`src/rtl/core_pkg.sv`:
```
// ---------------------------------------------------------------------------
// core_pkg
// Shared constants and types for the 8-bit accumulator core's fetch unit.
//   PC_W, CNT_W    : program counter and instruction counter widths
//   OP_HALT        : full opcode byte of the halt instruction
//   OP_BR_HI       : upper five bits of a forward branch (branch)
//   OP_BRB_HI      : upper five bits of a backward branch (branchb)
//   fetch_state_t  : sequencing state of the fetch unit
// ---------------------------------------------------------------------------
package core_pkg;

  localparam int PC_W  = 8;
  localparam int CNT_W = 16;

  localparam logic [7:0] OP_HALT   = 8'b10001000;
  localparam logic [4:0] OP_BR_HI  = 5'b11110;
  localparam logic [4:0] OP_BRB_HI = 5'b10110;

  typedef enum logic [1:0] {
    IDLE,
    RUN,
    HALTED
  } fetch_state_t;

endpackage

```
`src/rtl/instr_fetch_if.sv`:
```
// ---------------------------------------------------------------------------
// instr_fetch_if
// Bundles the fetch unit's ROM, datapath and control signals.
//   start_i, start_addr_i : program launch pulse and entry address
//   rom_data_i            : instruction byte returned for rom_addr_o
//   cond_i, offset_i      : branch condition flag and offset register value
//   rom_addr_o            : current PC
//   instr_o, instr_valid_o: instruction to execute and its commit enable
//   rs_o                  : register select used to produce offset_i
//   done_o, icount_o      : completion flag and executed-instruction count
// master = fetch unit, slave = ROM / datapath / controller side.
// ---------------------------------------------------------------------------
interface instr_fetch_if;
  import core_pkg::*;

  logic                start_i;
  logic [PC_W-1:0]     start_addr_i;
  logic [7:0]          rom_data_i;
  logic                cond_i;
  logic [7:0]          offset_i;
  logic [PC_W-1:0]     rom_addr_o;
  logic [7:0]          instr_o;
  logic                instr_valid_o;
  logic [2:0]          rs_o;
  logic                done_o;
  logic [CNT_W-1:0]    icount_o;

  modport master (
    input  start_i, start_addr_i, rom_data_i, cond_i, offset_i,
    output rom_addr_o, instr_o, instr_valid_o, rs_o, done_o, icount_o
  );

  modport slave (
    output start_i, start_addr_i, rom_data_i, cond_i, offset_i,
    input  rom_addr_o, instr_o, instr_valid_o, rs_o, done_o, icount_o
  );

endinterface

```
`src/rtl/pc_next.sv`:
```
// ---------------------------------------------------------------------------
// pc_next
// Purely combinational next-PC logic for the fetch unit.
//   pc      in  : current program counter
//   instr   in  : instruction byte at pc
//   cond    in  : branch condition flag from the datapath
//   offset  in  : unsigned branch distance from the register file
//   next_pc out : PC for the following cycle (modulo 256)
//   is_halt out : instr is the halt opcode
// ---------------------------------------------------------------------------
module pc_next
  import core_pkg::*;
(
  input  logic [PC_W-1:0] pc,
  input  logic [7:0]      instr,
  input  logic            cond,
  input  logic [7:0]      offset,
  output logic [PC_W-1:0] next_pc,
  output logic            is_halt
);

  // Halt is checked first; its encoding never overlaps either branch prefix,
  // but keeping the priority explicit makes the intent obvious.
  always_comb begin
    next_pc = pc + 8'd1;
    is_halt = 1'b0;
    if (instr == OP_HALT) begin
      next_pc = pc;
      is_halt = 1'b1;
    end else if (instr[7:3] == OP_BR_HI) begin
      if (cond) next_pc = pc + offset;
    end else if (instr[7:3] == OP_BRB_HI) begin
      if (cond) next_pc = pc - offset;
    end
  end

endmodule

```
`src/rtl/instr_fetch.sv`:
```
// ---------------------------------------------------------------------------
// instr_fetch
// Instruction fetch and sequencing unit. Presents the PC to a combinational
// ROM, forwards the returned byte to the datapath while running, resolves
// branch/branchb/halt locally and counts executed instructions.
//   clk_i : clock, all state updates on the rising edge
//   rst_i : asynchronous active-high reset
//   bus   : instr_fetch_if.master (start, ROM, branch inputs, status outputs)
// ---------------------------------------------------------------------------
module instr_fetch
  import core_pkg::*;
(
  input  logic          clk_i,
  input  logic          rst_i,
  instr_fetch_if.master bus
);

  fetch_state_t     state;
  logic [PC_W-1:0]  pc;
  logic [CNT_W-1:0] icount;
  logic [PC_W-1:0]  next_pc;
  logic             is_halt;

  pc_next u_pc_next (
    .pc      (pc),
    .instr   (bus.rom_data_i),
    .cond    (bus.cond_i),
    .offset  (bus.offset_i),
    .next_pc (next_pc),
    .is_halt (is_halt)
  );

  // Sequencer: start is only honoured outside RUN; every RUN cycle retires
  // one instruction, including the halt itself, so the count covers it.
  always_ff @(posedge clk_i or posedge rst_i) begin
    if (rst_i) begin
      state  <= IDLE;
      pc     <= '0;
      icount <= '0;
    end else begin
      case (state)
        IDLE, HALTED: begin
          if (bus.start_i) begin
            state  <= RUN;
            pc     <= bus.start_addr_i;
            icount <= '0;
          end
        end
        RUN: begin
          pc <= next_pc;
          if (icount != '1) icount <= icount + 16'd1;
          if (is_halt) state <= HALTED;
        end
        default: state <= IDLE;
      endcase
    end
  end

  // The ROM is combinational, so the instruction is forwarded in the same
  // cycle its address is shown; outside RUN the datapath sees a zero byte.
  assign bus.rom_addr_o    = pc;
  assign bus.instr_valid_o = (state == RUN);
  assign bus.instr_o       = (state == RUN) ? bus.rom_data_i : 8'd0;
  assign bus.done_o        = (state == HALTED);
  assign bus.rs_o          = bus.rom_data_i[2:0];
  assign bus.icount_o      = icount;

endmodule
```
`src/flat_wrapper.sv`:
```
// flat-port wrapper written by rule: the top's interface ports become plain ports
module instr_fetch_flat import core_pkg::*;
  (clk_i, rst_i, bus_start_i, bus_start_addr_i, bus_rom_data_i, bus_cond_i, bus_offset_i, bus_rom_addr_o, bus_instr_o, bus_instr_valid_o, bus_rs_o, bus_done_o, bus_icount_o);
  instr_fetch_if bus_i ();
  input  logic clk_i;
  input  logic rst_i;
  input wire logic [$bits(bus_i.start_i)-1:0] bus_start_i;
  input wire logic [$bits(bus_i.start_addr_i)-1:0] bus_start_addr_i;
  input wire logic [$bits(bus_i.rom_data_i)-1:0] bus_rom_data_i;
  input wire logic [$bits(bus_i.cond_i)-1:0] bus_cond_i;
  input wire logic [$bits(bus_i.offset_i)-1:0] bus_offset_i;
  output wire logic [$bits(bus_i.rom_addr_o)-1:0] bus_rom_addr_o;
  output wire logic [$bits(bus_i.instr_o)-1:0] bus_instr_o;
  output wire logic [$bits(bus_i.instr_valid_o)-1:0] bus_instr_valid_o;
  output wire logic [$bits(bus_i.rs_o)-1:0] bus_rs_o;
  output wire logic [$bits(bus_i.done_o)-1:0] bus_done_o;
  output wire logic [$bits(bus_i.icount_o)-1:0] bus_icount_o;
  assign bus_i.start_i = bus_start_i;
  assign bus_i.start_addr_i = bus_start_addr_i;
  assign bus_i.rom_data_i = bus_rom_data_i;
  assign bus_i.cond_i = bus_cond_i;
  assign bus_i.offset_i = bus_offset_i;
  assign bus_rom_addr_o = bus_i.rom_addr_o;
  assign bus_instr_o = bus_i.instr_o;
  assign bus_instr_valid_o = bus_i.instr_valid_o;
  assign bus_rs_o = bus_i.rs_o;
  assign bus_done_o = bus_i.done_o;
  assign bus_icount_o = bus_i.icount_o;
  instr_fetch u_core (.clk_i(clk_i), .rst_i(rst_i), .bus(bus_i));
endmodule
```
`config.mk`:
```
export PLATFORM = sky130hd
export DESIGN_NAME = instr_fetch_flat
export DESIGN_NICKNAME = d
export VERILOG_FILES = /design/src/rtl/core_pkg.sv /design/src/rtl/instr_fetch_if.sv /design/src/rtl/pc_next.sv /design/src/rtl/instr_fetch.sv /design/src/flat_wrapper.sv
export SDC_FILE = /design/constraint.sdc
export NUM_CORES = 1
export LEC_CHECK = 0
export ABC_AREA = 1
export CORE_MARGIN = 4
export CORE_UTILIZATION = 45
export DETAILED_ROUTE_END_ITERATION = 10
export GPL_ROUTABILITY_DRIVEN = 0
export PLACE_DENSITY = 0.81
export RECOVER_POWER = 100
export SLEW_MARGIN = 20
export SYNTH_ARGS = -nofsm -noshare
export SYNTH_HDL_FRONTEND = slang
export SYNTH_SLANG_ARGS = --single-unit
```
`constraint.sdc`:
```
create_clock -name clk_i -period 2.1 [get_ports clk_i]
set_clock_uncertainty 0.15 [all_clocks]
set_input_delay 0.315 -clock clk_i [delete_from_list [all_inputs] [get_ports clk_i]]
set_output_delay 0.315 -clock clk_i [all_outputs]
set_load 0.01 [all_outputs]
```
==> impl_metrics.csv <==
group,metric,value,unit
run_status,status,"completed",
layout,final_util,65.6,%
yosys,synth_top_family_by_area,"simple AND/OR/NAND/NOR gates",
yosys,netlist_top_cells_count,"nand2_1 (105), inv_1 (55), nor2_1 (42), nand3_1 (33), dfrtp_1 (26)",
floorplan,initial_core_util,46.2,%
detailed_routing,wirelength,7180,um
clock_tree,cts_hold_buffers,0,
sta,setup_viol_count_final,0,
detailed_routing,wl_per_cell,13.1,um
layout,fin_nets,525,
sta,slew_viol_final,0,
layout,antennaDiodeCount,0,
yosys,yosysMostFrequentCell,"nand2_1",
global_routing,busiest_layer,"met2",
yosys,synth_top_area_share,25.6,%
global_routing,antenna_found_initial,0,
detailed_routing,drc_errors,0,
global_routing,grt.met2_usage,38.8,%
run,max_cap_viol_count,0,
yosys,synthMuxAreaShare,0,%
detailed_routing,drt_iter0_drc,157,
yosys,syn_inst,387,
placed_design,io_buffers,64,
clock_tree,cts_sinks,26,
yosys,synth_area_leaders,"dfrtp_1 (26%), nand2_1 (16%), ha_1 (8.4%)",
clock_tree,clk_pin_slew_worst_paths,0.09,ns
sta,hold_viol,0,
yosys,yosys_warnings,0,
yosys,synth-simple-area-share,35.3,%
yosys,synth_fa_ha_area_share,9.94,%
detailed_routing,drt.antenna.violating_nets,0,
layout,drive_above_1_share,18.2,%
yosys,synth_nets,434,
global_routing,grt_pass1_vias,2783,
global_routing,grtUsageTotal,20.8,%
worst_setup_path,end_kind,"output port",
clock_tree,htree_levels,1,
clock_tree,root_buffer,"clkbuf_8",
sta,worst_pin_slew,0.679,ns
pwr,p_total,3.83,mW
worst_setup_path,arrival,1.56,ns
yosys,avgSynthCellArea,6.57,um^2
sta,relSlewSlack,54.8,%
layout,area_delta_synth_final,42.1,%
pwr,p_per_area,1060,nW/um^2
clock_tree,cts_tree,"done",
sta,period_share,96.3,%
detailed_routing,dr.pass1.iters,5,
pwr,p_leak,1.84,nW
floorplan,io_pins,65,
placed_design,dp_cells,542,
floorplan,die-area,6920,um^2
clock_tree,cts_max_path_buffers,2,
yosys,synth_xor_area_share,6.20,%
detailed_routing,vias,2823,
yosys,synth-seq-cells,26,
detailed_routing,via_per_inst,5.14,
hold_path,worstHoldPathType,"reg -> reg",
layout,design_area,3610,um^2
global_routing,grtUsageMet3,2.58,%
yosys,synth_compound_area_share,11.6,%
clock_tree,numCtsBuffers,3,
yosys,synth_ff_type,"dfrtp_1",
yosys,async_flop_share,100,%
placed_design,post_dp_cell_area,3440,um^2
worst_setup_path,crit_path_start_kind,"register",
sta,fin_crit,2.02,ns
yosys,synth_area,2540,um^2
floorplan,rows,27,
yosys,synth_edf_count,0,
layout,fin_cells,549,
global_routing,grt_first_pass_wirelength,12200,um
global_routing,grt_max_degree,27,
floorplan,die_x,83.2,um
pwr,peakVddDrop,0.583,mV
sta,setup_tns,0,ns
worst_setup_path,crit_fanout,3,
yosys,synth_cell_types,31,
yosys,seq_area_frac_synth,25.6,%
clock_tree,insertion_delay,0.27,ns
placed_design,dp_hpwl,5610,um
floorplan,fp.coreArea,5510,um^2
worst_setup_path,crit_type,"reg -> out",
global_routing,grtUsageMet1,24.5,%
worst_setup_path,required,1.63,ns
sta,fmax,494,MHz
global_routing,grt_remaining_overflow,0,
yosys,synth_top_cell_by_area,"dfrtp_1",
floorplan,die_h,83.2,um
[sequential cells by signal, indices dropped and copies added (netlist names)]
register and cells:
u_core.bus.rom_addr_o 8, u_core.state 2, u_core.bus.icount_o 16
[worst max-delay path, stage by stage (launching register included)]
cell	delay, ns
dfrtp_1	0.42
buf_4	0.14
buf_4	0.13
dlygate4sd3_1	0.59
[metal layers]
layer | vias to the layer above | part of all wire [%]
li1 | 1405 | -
met1 | 1315 | 40
met5 | - | 0
met4 | 0 | 1.4
met2 | 91 | 54
met3 | 12 | 5.1
[final timing paths]
| check | start | cells past startpoint | slack, ns | end |
|---|---|---|---|---|
| hold reg to reg | u_core.bus.icount_o[1] | 2 | 0.42 | u_core.bus.icount_o[1] |
| hold / removal | u_core.bus.icount_o[1] | 2 | 0.42 | u_core.bus.icount_o[1] |
| setup / recovery | u_core.bus.rom_addr_o[0] | 3 | 0.08 | bus_rom_addr_o[0] |
| min in group asynchronous | rst_i | 3 | 0.50 | u_core.bus.icount_o[15] |
| max in group asynchronous | rst_i | 3 | 0.86 | u_core.bus.icount_o[6] |
| setup reg to reg | u_core.bus.icount_o[1] | 8 | 0.14 | u_core.bus.icount_o[5] |
[timing repair]
item | in CTS | in global routing
endpoints found under the setup margin | 10 | 21
setup buffers | 2 | 1
pin swaps | 0 | 6
resized for setup | 6 | 31
[through the flow]
step                worst slack, ns  hold WS [ns]
finish                       0.0773         0.417
global route                -0.0205         0.470
CTS                          0.0150         0.251
detailed placement           -0.310         0.387
global placement             -0.237         0.367
floorplan                    0.0561         0.205
[cell type report]
| class | instances | area, um^2 |
|---|---|---|
| clock inverter | 1 | 30.0 |
| sequential | 26 | 651 |
| inverter | 56 | 210 |
| tap | 72 | 90.1 |
| timing repair buffer | 100 | 897 |
| multi-input combinational | 291 | 1690 |
| fill | 491 | 1890 |
| clock buffer | 3 | 41.3 |
[power breakdown]
| group | switching [mW] | total (mW) | internal, mW |
|---|---|---|---|
| sequential | 0.244 | 0.919 | 0.676 |
| combinational | 1.29 | 2.49 | 1.20 |
| clock | 0.165 | 0.421 | 0.255 |
| total | 1.70 | 3.83 | 2.13 |
[layout by cell type, fill, tap and decap left out, types with 4 or more instances in the layout]
master	count
nand2_1	102
buf_4	32
clkdlybuf4s25_1	4
nand4_1	7
ha_2	5
nand3_1	31
dfrtp_1	26
o21ai_0	6
or2_2	4
inv_1	52
a21oi_1	19
nor2_1	41
o21ai_2	10
xor2_1	12
dlygate4sd3_1	28
ha_1	9
clkdlybuf4s50_1	25
xnor2_1	6
nand2_2	11
[logic make-up (layout without fill, tap and decap cells)]
| family | count (synthesis) | in the layout |
|---|---|---|
| compound gates | 48 | 48 |
| xor+xnor | 18 | 18 |
| flops | 26 | 26 |
| simple gates | 206 | 206 |
| fa+ha+maj | 19 | 19 |
| buf+inv | 70 | 160 |
Note: power is estimated with default switching activity, not from simulation.
